<file path="config.mk">
export PLATFORM = sky130hd
export DESIGN_NAME = stopwatch_ctrl
export DESIGN_NICKNAME = d
export VERILOG_FILES = /design/src/rtl/stopwatch_ctrl.sv
export SDC_FILE = /design/constraint.sdc
export NUM_CORES = 1
export LEC_CHECK = 0
export CORE_MARGIN = 8
export CORE_UTILIZATION = 40
export CTS_CLUSTER_SIZE = 10
export DETAILED_ROUTE_END_ITERATION = 8
export GPL_ROUTABILITY_DRIVEN = 0
export SLEW_MARGIN = 20
export SYNTH_ARGS = -nofsm -noshare
export SYNTH_HDL_FRONTEND = slang
export SYNTH_SLANG_ARGS = --single-unit
</file>
<file path="constraint.sdc">
create_clock -name clk -period 5.75 [get_ports clk]
set_clock_uncertainty 0.2 [all_clocks]
set_input_delay 0.8625 -clock clk [delete_from_list [all_inputs] [get_ports clk]]
set_output_delay 0.8625 -clock clk [all_outputs]
set_load 0.01 [all_outputs]
</file>
<file path="src/rtl/stopwatch_ctrl.sv">
// Stopwatch control front-end: button synchronise/debounce, start/stop/lap/clear FSM,
// and the 10 ms count-enable divider feeding the downstream counter.
module stopwatch_ctrl #(
  parameter int unsigned TICK_DIV        = 1000000,
  parameter int unsigned DEBOUNCE_CYCLES = 1000000
) (
  input  logic       clk,
  input  logic       reset_n,
  input  logic       btn_start,
  input  logic       btn_lap,
  output logic       tick_en,
  output logic       sw_clear,
  output logic       lap_hold,
  output logic       running,
  output logic [1:0] state
);

  localparam int unsigned TW = (TICK_DIV > 1) ? $clog2(TICK_DIV) : 1;
  localparam int unsigned DW = (DEBOUNCE_CYCLES > 1) ? $clog2(DEBOUNCE_CYCLES + 1) : 1;
  localparam logic [TW-1:0] TICK_MAX = TW'(TICK_DIV - 1);
  localparam logic [DW-1:0] DB_MAX   = DW'(DEBOUNCE_CYCLES - 1);

  localparam logic [1:0] S_IDLE = 2'd0;
  localparam logic [1:0] S_RUN  = 2'd1;
  localparam logic [1:0] S_LAP  = 2'd2;
  localparam logic [1:0] S_STOP = 2'd3;

  // Button index 0 = start, 1 = lap
  logic [1:0]         btn_raw;
  logic [1:0]         sync1_q, sync2_q;
  logic [1:0]         lvl_q, lvl_d, lvl_prev_q;
  logic [1:0]         press_q, press_d;
  logic [1:0][DW-1:0] db_cnt_q, db_cnt_d;

  logic [1:0]    state_q, state_d;
  logic          running_q, running_d;
  logic          lap_hold_q, lap_hold_d;
  logic          sw_clear_q, sw_clear_d;
  logic          tick_en_q, tick_en_d;
  logic [TW-1:0] tick_cnt_q, tick_cnt_d;

  assign btn_raw = {btn_lap, btn_start};

  // Debounce: a level flips only after DEBOUNCE_CYCLES consecutive differing samples
  always_comb begin
    lvl_d    = lvl_q;
    db_cnt_d = '0;
    for (int i = 0; i < 2; i++) begin
      if (sync2_q[i] != lvl_q[i]) begin
        if (db_cnt_q[i] == DB_MAX) begin
          lvl_d[i] = ~lvl_q[i];
        end else begin
          db_cnt_d[i] = db_cnt_q[i] + DW'(1);
        end
      end
    end
    press_d = lvl_q & ~lvl_prev_q;
  end

  always_ff @(posedge clk or negedge reset_n) begin
    if (!reset_n) begin
      sync1_q    <= '0;
      sync2_q    <= '0;
      lvl_q      <= '0;
      lvl_prev_q <= '0;
      press_q    <= '0;
      db_cnt_q   <= '0;
    end else begin
      sync1_q    <= btn_raw;
      sync2_q    <= sync1_q;
      lvl_q      <= lvl_d;
      lvl_prev_q <= lvl_q;
      press_q    <= press_d;
      db_cnt_q   <= db_cnt_d;
    end
  end

  // Next state and registered outputs; a start press shadows a same-cycle lap press
  always_comb begin
    state_d    = state_q;
    sw_clear_d = 1'b0;
    case (state_q)
      S_IDLE: begin
        if (press_q[0])      state_d = S_RUN;
        else if (press_q[1]) sw_clear_d = 1'b1;
      end
      S_RUN: begin
        if (press_q[0])      state_d = S_STOP;
        else if (press_q[1]) state_d = S_LAP;
      end
      S_LAP: begin
        if (press_q[0])      state_d = S_STOP;
        else if (press_q[1]) state_d = S_RUN;
      end
      S_STOP: begin
        if (press_q[0]) begin
          state_d = S_RUN;
        end else if (press_q[1]) begin
          state_d    = S_IDLE;
          sw_clear_d = 1'b1;
        end
      end
      default: state_d = S_IDLE;
    endcase
    running_d  = (state_d == S_RUN) || (state_d == S_LAP);
    lap_hold_d = (state_d == S_LAP);

    // Divider counts only across cycles that stay running, so STOP freezes the phase
    tick_cnt_d = tick_cnt_q;
    tick_en_d  = 1'b0;
    if (state_d == S_IDLE) begin
      tick_cnt_d = '0;
    end else if (running_q && running_d) begin
      if (tick_cnt_q == TICK_MAX) begin
        tick_cnt_d = '0;
        tick_en_d  = 1'b1;
      end else begin
        tick_cnt_d = tick_cnt_q + TW'(1);
      end
    end
  end

  always_ff @(posedge clk or negedge reset_n) begin
    if (!reset_n) begin
      state_q    <= S_IDLE;
      running_q  <= 1'b0;
      lap_hold_q <= 1'b0;
      sw_clear_q <= 1'b0;
      tick_en_q  <= 1'b0;
      tick_cnt_q <= '0;
    end else begin
      state_q    <= state_d;
      running_q  <= running_d;
      lap_hold_q <= lap_hold_d;
      sw_clear_q <= sw_clear_d;
      tick_en_q  <= tick_en_d;
      tick_cnt_q <= tick_cnt_d;
    end
  end

  assign state    = state_q;
  assign running  = running_q;
  assign lap_hold = lap_hold_q;
  assign sw_clear = sw_clear_q;
  assign tick_en  = tick_en_q;

endmodule

</file>
# Yosys cells after proc, flatten, opt, wreduce, memory -nomap -nowiden
# Cells that the tools add are included.
[word_totals]
ff_bits = 76
word_cells = 60
[classes]
eq_ne = 10
n_mux = 21
bitwise_logic = 4
addsub = 3
reduce_logical = 8
[op_table]
columns = ["op", "count"]
rows = [
  ["two-way mux 20 bit", 7],
  ["adder 20 x 1 -> 20 bit (second input constant)", 3],
  ["equality test 20 bit (second input constant)", 3],
  ["two-way mux 2 bit", 7],
  ["one-hot mux 2 bit (4 select lines)", 1],
  ["equality test 2 bit (second input constant)", 3],
  ["two-way mux 1 bit", 6],
  ["equality test 2 x 1 -> 1 bit (second input constant)", 2],
  ["zero test 2 bit", 2],
  ["AND reduction 2 bit", 2],
  ["AND 2 bit", 1],
  ["inequality test 1 bit", 2],
  ["inverter 1 bit", 2],
  ["inverter 2 bit", 1],
  ["nonzero test 2 bit", 1],
  ["OR reduction 2 bit", 1],
  ["logical AND 1 bit", 1],
  ["logical OR 1 bit", 1],
]

# Depth between registers and ports, before layout
# Gate-level depths: netlist (run 1).
[logic_depth]
word_depth = 8
ltp_mapped = 12

# Worst setup path after synthesis (run 1)
# OpenSTA, ideal clock, no wires.
[synth_timing]
path_type = "reg-to-reg"
startpoint = "register state_q[0], in the netlist state[0]"
endpoint = "register tick_cnt_q[11]"
t_required_ps = 5417
arrival_ps = 2323
setup_time_ps = 133
path_stages_with_launch = 11
slack_ps = 3094
path_cell_list = "dfrtp_1 > inv_1 > ha_1 > nor2_1 > o31ai_1 > ha_1 > a21oi_1 > nor2_1 > nand4_1 > xor2_1 > nor2_1"
[synth_between]
elab_chain_cells = 7
elab_cells_between_ends = 19
[synth_lines]
columns = ["element", "line_no", "text"]
rows = [
  ["start, declared", "35", "logic [1:0] state_q, state_d;"],
  ["start signal, assigned", "132", "state_q <= state_d;"],
  ["two-way mux 2 bit, on equally long branches", "98, 89, 93", ""],
  ["two-way mux 2 bit, on equally long branches", "96, 88, 92", ""],
  ["one-hot mux 2 bit (4 select lines) *", "82", "case (state_q)"],
  ["equality test 2 x 1 -> 1 bit / equality test 2 bit (equally long branches)", "105", "running_d = (state_d == S_RUN) || (state_d == S_LAP);"],
  ["logical OR 1 bit *", "105", ""],
  ["via running_d", "36", "logic running_q, running_d;"],
  ["logical AND 1 bit *", "113", "end else if (running_q && running_d) begin"],
  ["nonzero test 2 bit (no line) *", "-", ""],
  ["end signal, assigned", "137", "tick_cnt_q <= tick_cnt_d;"],
  ["end, declared", "40", "logic [TW-1:0] tick_cnt_q, tick_cnt_d;"],
]
# Mark *: on every way through the listed nets, which the timed path passes. The rest lies on a longest branch.
# A chain may end at the register's enable or synchronous reset.

# Worst setup path after layout (run 1)
[layout_timing]
startpoint = "register state_q[0], in the netlist state[0]"
endpoint = "register tick_cnt_q[5]"
# Same word-level chain as after synthesis.

==> run_results.csv, run 1 <==
group,metric,value,unit
global_route,grt_start_max_net_pins,77,
synth,ys_flop_type,"sky130_fd_sc_hd__dfrtp_1",
cells_and_area,final_cell_mix,"sky130_fd_sc_hd__dfrtp_1, sky130_fd_sc_hd__nor2_1, sky130_fd_sc_hd__xor2_1",
route,dr_total_vias,2510,
cells_and_area,fin_util,44.87,%
synth,netlist-cell-type-count,43,
cts,path_clk_slew,0.08,ns
placed_design,dp_hpwl,4.261,mm
sta,maxClockFrequency,324.2,MHz
cts,numCtsBuffers,9,
floorplanning,top_level_ports,10,
setup_path,critical_path_class,"reg -> reg",
floorplanning,std_cell_rows,35,
cts,cts-resized-gates,0,
global_route,grt_pass1_vias,2539,
placed_design,io_buffers,9,
sta,fin_ws,2.665,ns
cts,htree_levels,3,
route,wl_per_cell,13.35,um
sta,worst_slew_margin_rel,37.77,%
floorplanning,start_util,40.54,%
synth,postSynthNetCount,367,
pwr,power_density,248.2,nW/um^2
setup_path,r2r_slack,2.67,ns
setup_path,crit_path_start_kind,"register",
cts,post_cts_hold_buffer_count,0,
run_status,run_status,"complete, no violations",
route,postRouteAntennaNets,0,
route,drt-total-wl,6.423,mm
route,post_drt_via_cell_ratio,5.218,
sta,finalSetupViolations,0,
synth,synth_warnings,0,
cts,post_cts_buffers,0,
synth,syn-mean-instance-area,10.38,um^2
cts,clock_latency_on_the_worst_skew_pair,0.35,ns
cts,cts-root-buf,"sky130_fd_sc_hd__clkbuf_8",
synth,synth_edf_count,0,
sta,timing.final.crit_share,53.65,%
cts,clock_tree_from_tritoncts,"done",
floorplanning,fp.dieArea,12510,um^2
placed_design,pre_cts_slack,2.630,ns
sta,hold_viol_final,0,
setup_path,reg2reg_depth,10,
sta,period_minus_slack,3.085,ns
route,dr.first_iter.drc_count,137,
setup_path,timing.rr.start,"state[0]$_DFF_PN0_",
global_route,total_routing_resource_utilization_after_global_routing,11.32,%
cells_and_area,post_route_cells_drive_above_1_share,7.838,%
worst_hold_path,hold_path.class,"reg -> reg",
route,dr.pass1.iters,4,
setup_path,critical_path.startpoint,"state[0]$_DFF_PN0_",
setup_path,worst_setup_path_end_kind,"register",
route,drc_errors,0,
pwr,ir_worst_vdd,0.1232,mV
floorplanning,core_area,9065,um^2
job,maxCapViolations,0,
worst_hold_path,worstHoldStart,"sync1_q[0]$_DFF_PN0_",
cells_and_area,area.growth.synth_to_final,10.69,%
setup_path,worstPathRequired,5.77,ns
setup_path,critical_path_peak_fanout,10,
floorplanning,floorplan.die.height,111.9,um
placed_design,placedInstanceArea,3852,um^2
sta,drv_slew,0,
synth,synth.cell_area,3675,um^2
synth,postSynthCellCount,354,
pwr,power.leakage,1.704,nW
sta,finalSetupTns,0,ns
setup_path,crit_end,"tick_cnt_q[5]$_DFFE_PN0P_",
sta,setup_repair_after_global_routing_missed_its_margin,"false",
pwr,finalPower,1.009,mW
cts,cts-root-to-sink-buffers,2,
cells_and_area,fin_area,4068,um^2
synth,postSynthRegisterBits,76,
global_route,overflow,0,
cells_and_area,nNetsFinal,379,
global_route,grt_pass1_wl,11.74,mm
cells_and_area,layout.cells.most_common,"sky130_fd_sc_hd__dfrtp_1",
synth,yosysSeqAreaShare,51.75,%
cells_and_area,antenna-diode-count,0,
synth,synth_async_sr_flop_share,100.0,%
setup_path,cp_data_arrival_time,3.11,ns
sta,worst-slew-pin-transition,0.9334,ns
floorplanning,floorplan.die.width,111.9,um
setup_path,r2r_end,"tick_cnt_q[5]$_DFFE_PN0P_",
global_route,initial_antenna_violation_count,0,
cts,numClockSinks,76,
through the flow:
step,std cells,hold slack [ns]
3_5_place_dp,466,0.1347
6_report,481,0.1503
2_1_floorplan,354,0.1312
3_3_place_gp,466,0.1331
5_1_grt,481,0.1717
4_1_cts,481,0.1520
layer usage:
layer,wire length [um],global-route usage (%),vias up
met5,0,0,-
met4,130,5.105,0
met3,209,3.463,14
met2,2831,17.33,32
met1,3253,14.37,1226
li1,-,-,1238
sequential cells by signal, summed over array words and instances, names as in the netlist:
| name | count |
|---|---|
| lvl_q | 2 |
| sync1_q | 2 |
| press_q | 2 |
| lvl_prev_q | 2 |
| state | 2 |
| running | 1 |
| sync2_q | 2 |
| lap_hold | 1 |
| tick_en | 1 |
| db_cnt_q | 40 |
| tick_cnt_q | 20 |
| sw_clear | 1 |
area by class of cell:
cell class,count,area (um^2)
Multi-Input combinational cell,261,1690
Timing Repair Buffer,9,87.58
Clock buffer,11,141.4
Clock inverter,4,73.82
Inverter,9,33.78
Fill cell,861,4997
Sequential cell,76,1902
Tap cell,111,138.9
cell usage after synthesis, types with 4 or more instances:
cell	count	area, um^2
sky130_fd_sc_hd__inv_1	9	33.78
sky130_fd_sc_hd__nor4_1	5	31.28
sky130_fd_sc_hd__nand3_1	28	140.1
sky130_fd_sc_hd__nand4_1	11	68.82
sky130_fd_sc_hd__dfrtp_1	76	1902
sky130_fd_sc_hd__xor2_1	30	262.8
sky130_fd_sc_hd__nor2_1	65	244.0
sky130_fd_sc_hd__a31oi_1	6	37.54
sky130_fd_sc_hd__nor3_1	7	35.03
sky130_fd_sc_hd__ha_1	9	112.6
sky130_fd_sc_hd__nor4_2	4	50.05
sky130_fd_sc_hd__xnor2_1	20	175.2
sky130_fd_sc_hd__nor4b_1	4	35.03
sky130_fd_sc_hd__and4_1	5	43.79
sky130_fd_sc_hd__and3_1	8	50.05
sky130_fd_sc_hd__nand2_1	26	97.59
worst max-delay path: stages (launching register included):
cell and delay (ns):
sky130_fd_sc_hd__dfrtp_1 0.43, sky130_fd_sc_hd__inv_1 0.11, sky130_fd_sc_hd__ha_1 0.22, sky130_fd_sc_hd__nor2_1 0.06, sky130_fd_sc_hd__o31ai_1 0.40, sky130_fd_sc_hd__ha_1 0.35, sky130_fd_sc_hd__a21oi_1 0.62, sky130_fd_sc_hd__nor2_1 0.22
sky130_fd_sc_hd__nand3_1 0.16, sky130_fd_sc_hd__xor2_1 0.15, sky130_fd_sc_hd__nor2_1 0.05
kinds of logic (layout without fill, tap and decap cells):
logic type | count (synthesis) | after routing | share of synthesized area [%]
simple gates | 180 | 180 | 25.81
fa+ha+maj | 9 | 9 | 3.064
mux | 3 | 3 | 0.9192
flops | 76 | 76 | 51.75
buf+inv | 17 | 33 | 2.247
xor+xnor | 50 | 50 | 11.92
compound gates | 19 | 19 | 4.291
worst min path at each step:
stage,endpoint,depth (start not counted),slack [ns]
finish,sync2_q[0]$_DFF_PN0_,0,0.15
global route,sync2_q[1]$_DFF_PN0_,0,0.17
CTS,sync2_q[0]$_DFF_PN0_,0,0.15
detailed placement,sync2_q[0]$_DFF_PN0_,0,0.13
global placement,sync2_q[0]$_DFF_PN0_,0,0.13
floorplan,sync2_q[0]$_DFF_PN0_,0,0.13
power by group:
group	switching (mW)	internal [mW]
Sequential	0.00473	0.539
Clock	0.188	0.254
Combinational	0.0180	0.00560
(Power assumes the default switching activity.)
==> run 2, diff against run 1 <==
==> constraint.sdc (replaced) <==
create_clock -name clk -period 2.8 [get_ports clk]
set_clock_uncertainty 0.2 [all_clocks]
set_input_delay 0.42 -clock clk [delete_from_list [all_inputs] [get_ports clk]]
set_output_delay 0.42 -clock clk [all_outputs]
set_load 0.01 [all_outputs]
==> run 2 against run 1 <==
Compared with the run above: the flow now finishes with violations (hold timing); sequential power increased by 110%; via count rose by 1.5%; routed wire length increased by 2.9%; final cell count is 2.1% higher; critical endpoint is now tick_cnt_q[14]$_DFFE_PN0P_; largest cell class unchanged; highest routed layer unchanged.
==> run_results.csv, run 2 (synthesis gave the netlist of run 1 again) <==
group,metric,value,unit
run_status,run_status,"complete, but fails checks",
run_status,failed_checks,"hold timing",
setup_path,crit_path_start_kind,"register",
sta,fin_ws,0.1688,ns
pwr,power_density,496.3,nW/um^2
floorplanning,fp.dieArea,12510,um^2
setup_path,worst_setup_path_end_kind,"register",
route,dr.pass1.iters,6,
cells_and_area,post_route_cells_drive_above_1_share,12.37,%
sta,finalSetupTns,0,ns
sta,finalSetupViolations,0,
placed_design,dp_hpwl,4.496,mm
cts,cts-root-to-sink-buffers,2,
floorplanning,floorplan.die.width,111.9,um
global_route,grt_start_max_net_pins,77,
setup_path,critical_path.max_stage_delay,0.44,ns
cells_and_area,multiInputGateArea,1718,um^2
route,wl_per_cell,13.46,um
setup_path,critical_path_class,"reg -> reg",
cells_and_area,area.growth.synth_to_final,13.42,%
cells_and_area,antenna-diode-count,0,
global_route,grt_pass1_vias,2558,
job,maxCapViolations,0,
cells_and_area,top_regs,"db_cnt_q x40, tick_cnt_q x20",
global_route,grt_pass1_wl,11.81,mm
cts,numCtsBuffers,9,
global_route,globalRouteMet1Util,15.39,%
cells_and_area,nNetsFinal,388,
sta,hold_viol_final,2,
cts,numClockSinks,76,
route,postRouteAntennaNets,0,
setup_path,cp.depth,12,
floorplanning,floorplan.die.height,111.9,um
floorplanning,std_cell_rows,35,
cells_and_area,registers.top_by_ff_count,"db_cnt_q",
cts,post_cts_hold_buffer_count,0,
setup_path,crit_chain,"inv_2 -> ha_2 -> nor2_1 -> o21ai_0 -> nand3b_1 -> o31a_1 -> ha_4 -> nand2_2 -> a311oi_4 -> buf_6 -> a41oi_1 -> a31oi_1",
pwr,ir_worst_vdd,0.2435,mV
route,dr_total_vias,2547,
cts,htree_levels,3,
pwr,power.leakage,1.749,nW
setup_path,reg2reg_depth,12,
cts,cts-root-buf,"sky130_fd_sc_hd__clkbuf_8",
sta,worst-slew-pin-transition,0.9292,ns
global_route,overflow,0,
setup_path,critical_path.top_delay_family,"compound AO/OA/AOI/OAI gates",
floorplanning,core_area,9065,um^2
sta,worst_slew_margin_rel,38.05,%
floorplanning,start_util,40.54,%
global_route,initial_antenna_violation_count,0,
route,dr.first_iter.drc_count,200,
global_route,grt_max_usage_layer,"met2",
cells_and_area,layout.cells.most_common,"sky130_fd_sc_hd__dfrtp_1",
global_route,use_met3,2.056,%
cells_and_area,largest_register_ff_count,40,
cts,path_clk_slew,0.08,ns
sta,fin_worst_hold_slack,-0.004408,ns
cts,clock_tree_from_tritoncts,"done",
cells_and_area,final_cell_mix,"sky130_fd_sc_hd__dfrtp_1, sky130_fd_sc_hd__nor2_1, sky130_fd_sc_hd__xor2_1",
setup_path,timing.critical_path.buf_inv,2,
sta,period_minus_slack,2.631,ns
setup_path,cp_data_arrival_time,2.69,ns
placed_design,io_buffers,9,
route,drc_errors,0,
route,post_drt_via_cell_ratio,5.187,
setup_path,worstPathRequired,2.86,ns
cts,clock_latency_on_the_worst_skew_pair,0.34,ns
sta,maxClockFrequency,380.1,MHz
global_route,groute.layer.met2.usage,16.92,%
sta,drv_slew,0,
floorplanning,top_level_ports,10,
worst_hold_path,hold_path.class,"in -> async",
route,drt-total-wl,6.608,mm
cells_and_area,final.fill_count,850,
placed_design,pre_cts_slack,0.02141,ns
setup_path,critical_path_peak_fanout,6,
global_route,total_routing_resource_utilization_after_global_routing,11.43,%
setup_path,worst_path_max_delay_cell,"sky130_fd_sc_hd__dfrtp_1",
sta,timing.final.crit_share,93.97,%
cells_and_area,regArea,1903,um^2
-- run 2: cell type report --
cell class | count | share of cell area [%]
repair buffers | 18 | 3.813
clock inverters | 7 | 2.192
flip-flops and latches | 76 | 45.66
well taps | 111 | 3.332
inverters | 9 | 0.8106
clock buffers | 9 | 2.972
multi-input cells | 261 | 41.22
-- run 2: timing repair --
| item | CTS | global route |
|---|---|---|
| buffers inserted | 0 | 0 |
| setup endpoints to repair | 1 | 15 |
| gates resized for setup | 1 | 8 |
| cloned | 0 | 1 |
| pin swaps | 0 | 1 |
-- run 2: layer usage --
metal  vias up  wire length (um)
met5         -                 0
met4         0               146
met3        11               227
met2        34              2890
met1      1242              3344
li1       1260                 -
-- run 2: metrics by stage --
step / std cells / util [%] / cell area (um^2) / hold slack, ns / power (mW)
floorplan: 354 / - / 3675 / -0.07559 / 1.160
global placement: 474 / 43.16 / 3913 / 0.1338 / 1.190
detailed placement: 474 / 43.16 / 3913 / 0.1347 / 1.191
CTS: 490 / 45.58 / 4131 / 0.05114 / 2.104
global route: 491 / 45.98 / 4168 / 0.1056 / 2.157
finish: 491 / 45.98 / 4168 / -0.004408 / 2.068
-- run 2: final timing paths --
kind	end	start	slack [ns]
setup / recovery	tick_cnt_q[14]$_DFFE_PN0P_	state[0]$_DFF_PN0_	0.17
hold / removal	press_q[1]$_DFF_PN0_	reset_n	-0.004
setup reg to reg	tick_cnt_q[14]$_DFFE_PN0P_	state[0]$_DFF_PN0_	0.17
hold reg to reg	sync2_q[1]$_DFF_PN0_	sync1_q[1]$_DFF_PN0_	0.15
max in group asynchronous	state[1]$_DFF_PN0_	reset_n	1.76
min in group clk	sync2_q[1]$_DFF_PN0_	sync1_q[1]$_DFF_PN0_	0.15
-- run 2: report_power, final --
group | internal, mW | switching (mW) | total (mW)
clock network | 0.498 | 0.403 | 0.902
logic | 0.0133 | 0.0370 | 0.0503
registers | 1.11 | 0.00982 | 1.12
total | 1.62 | 0.450 | 2.07
==> patch (flow settings as in run 1) <==
`TICK_DIV`: 1000000 -> 2000000.
--- a/src/rtl/stopwatch_ctrl.sv
+++ b/src/rtl/stopwatch_ctrl.sv
@@ -1,7 +1,7 @@
 // Stopwatch control front-end: button synchronise/debounce, start/stop/lap/clear FSM,
 // and the 10 ms count-enable divider feeding the downstream counter.
 module stopwatch_ctrl #(
-  parameter int unsigned TICK_DIV        = 1000000,
+  parameter int unsigned TICK_DIV        = 2000000,
   parameter int unsigned DEBOUNCE_CYCLES = 1000000
 ) (
   input  logic       clk,
Function: no difference found for any inputs over 10 cycles, from zero or initial values and one cycle with reset_n low; that may be too few to reach the edited logic, so the function may still have changed.
==> patch against run 1 <==
  * First-iteration DRC count grew 23%
  * Worst setup slack lost 220 ps
  * Area after synthesis grew 5.9%
  * Global-route usage grew 1.5 points
  * Die area grew 5.0%
  * Wire length grew 20%
  * Synthesized cell count grew 11%
  * Cell count grew 11%
  * Sequential cell count grew 1
  * Cell area grew 5.2%
  * Sequential share of layout area shrank 1.7 points
  * Total power shrank 2.9%
==> patch: results (changes against run 1) <==
[cts]
root_buffer = clkbuf_8
clock_latency_ps = 360
htree_levels = 3  ; unchanged
cts_setup_buffers = 0  ; unchanged
cts_buffer_depth = 2  ; unchanged
cts_made_buffers = 9  ; unchanged
clk_pin_slew_ps = 90

[hold_path]
hold_depth = 0  ; unchanged
hold_class = flop to flop

[route]
totalWireLength_mm = 7.702  ; +20%
drt_iter0_drc = 169  ; +23%
wl_per_cell_microns = 14.37  ; +7.6%
vias = 2893  ; +15%

[synthesis]
synth_cell_types = 50  ; +16%
ys_seq_area_share_pct = 49.52  ; -2.2 points
ys_top_cells_by_count = dfrtp_1 (77), nor2_1 (43), nand2_1 (26), xor2_1 (26), nand3_1 (24)
synthTopCellsByArea = dfrtp_1 (50%), xor2_1 (5.9%), nor2_1 (4.1%), nand3_1 (3.1%), ha_1 (2.9%)
synthCells = 392  ; +11%
ys.flop_type = dfrtp_1

[finish]
finalNetCount = 411  ; +8.4%
fillCellCount = 923  ; +7.2%
top_regs = db_cnt_q x40, tick_cnt_q x21
drive_gt1_share_pct = 7.196  ; -0.64 points
antennaDiodeCount = 0  ; unchanged

[worst_setup_path]
cp_max_fo = 12  ; +2
worstRegToRegCells = 8  ; -2
max_stage_delay_ps = 770  ; +150 ps
cp_slowest_cell = o31ai_2
crit_arrival_ps = 3320  ; +210 ps

[placement]
portBuffers = 9  ; unchanged
hpwl_mm = 5.018  ; +18%
dp.cells = 520  ; +12%

[grt]
grt_use_total_pct = 12.85  ; +1.5 points
grt_antenna_before_repair = 0  ; unchanged
use_met3_pct = 3.692  ; +0.23 points
grt_pass1_wl_mm = 13.41  ; +14%
grt.met1_usage_pct = 16.72  ; +2.3 points
grt_pass1_vias = 2735  ; +7.7%
grt_max_degree = 78  ; +1.3%
grtUsageMet2_pct = 19.29  ; +2.0 points

[power]
ir_drop_uv = 150.1  ; +22%
cellLeakagePower_nw = 1.700  ; -0.25%

[outcome]
status = complete, no violations

[sta]
worst_slew_pin_slew_ps = 937.1  ; +3.660 ps
fin_tns_setup_ps = 0  ; unchanged

patch: stage by stage:
step | power (W) | hold slack (ps) | instance area [sq um] | setup WS (ps)
after detailed placement | 0.0005873 | 134.7 | 4086 | 2458
after floorplan | 0.0005716 | 131.2 | 3891 | 2790
after global placement | 0.0005870 | 134.7 | 4086 | 2541
after CTS | 0.0009972 | 154.8 | 4278 | 2429
final | 0.0009804 | 153.1 | 4278 | 2443
after global routing | 0.001025 | 172.2 | 4278 | 2211
patch: critical path: cells and delay by family, from the launching register on:
kind            cells  cell delay (ps)
flops               1              400
simple gates        3              910
buf+inv             1               90
compound gates      2              960
fa+ha+maj           2              600
patch: report_power, final:
part / switching [W] / internal (W) / total, W
combinational: 0.0000186 / 0.00000663 / 0.0000253
sequential: 0.00000379 / 0.000546 / 0.000550
clock: 0.000206 / 0.000200 / 0.000406
total: 0.000228 / 0.000752 / 0.000980
patch: cell type report:
cell class | instances | area [sq um] | area share (%)
Timing Repair Buffer | 11 | 102.6 | 2.398
Clock buffer | 10 | 127.6 | 2.983
Clock inverter | 6 | 63.81 | 1.492
Inverter | 10 | 37.54 | 0.8775
Tap cell | 133 | 166.4 | 3.890
Sequential cell | 77 | 1927 | 45.04
Multi-Input combinational cell | 289 | 1853 | 43.32
patch: path summary, 6_finish.rpt:
| path | startpoint | to | slack [ps] |
|---|---|---|---|
| worst min-delay path | sync1_q[1] | sync2_q[1] | 150 |
| min in group asynchronous | reset_n | sync2_q[1] | 440 |
| worst max register to register | state[0] | tick_cnt_q[11] | 2440 |
| worst min register to register | sync1_q[1] | sync2_q[1] | 150 |
| max in group asynchronous | reset_n | db_cnt_q[28] | 4300 |
| worst max-delay path | state[0] | tick_cnt_q[11] | 2440 |
patch: cell families after synthesis:
kind of cell | Yosys count | share of synthesized area [%]
AND/OR/NAND/NOR | 180 | 25.11
multiplexers | 3 | 0.8360
XOR/XNOR | 35 | 7.878
adder cells (fa/ha/maj) | 9 | 2.894
flip-flops | 77 | 49.52
buffers and inverters | 26 | 2.990
AO/OA/AOI/OAI | 62 | 10.77
patch: routing by layer:
metal	wire length, microns	vias up
li1	-	1434
met1	3779	1409
met2	3522	38
met3	258	12
met4	142	0
met5	0	-
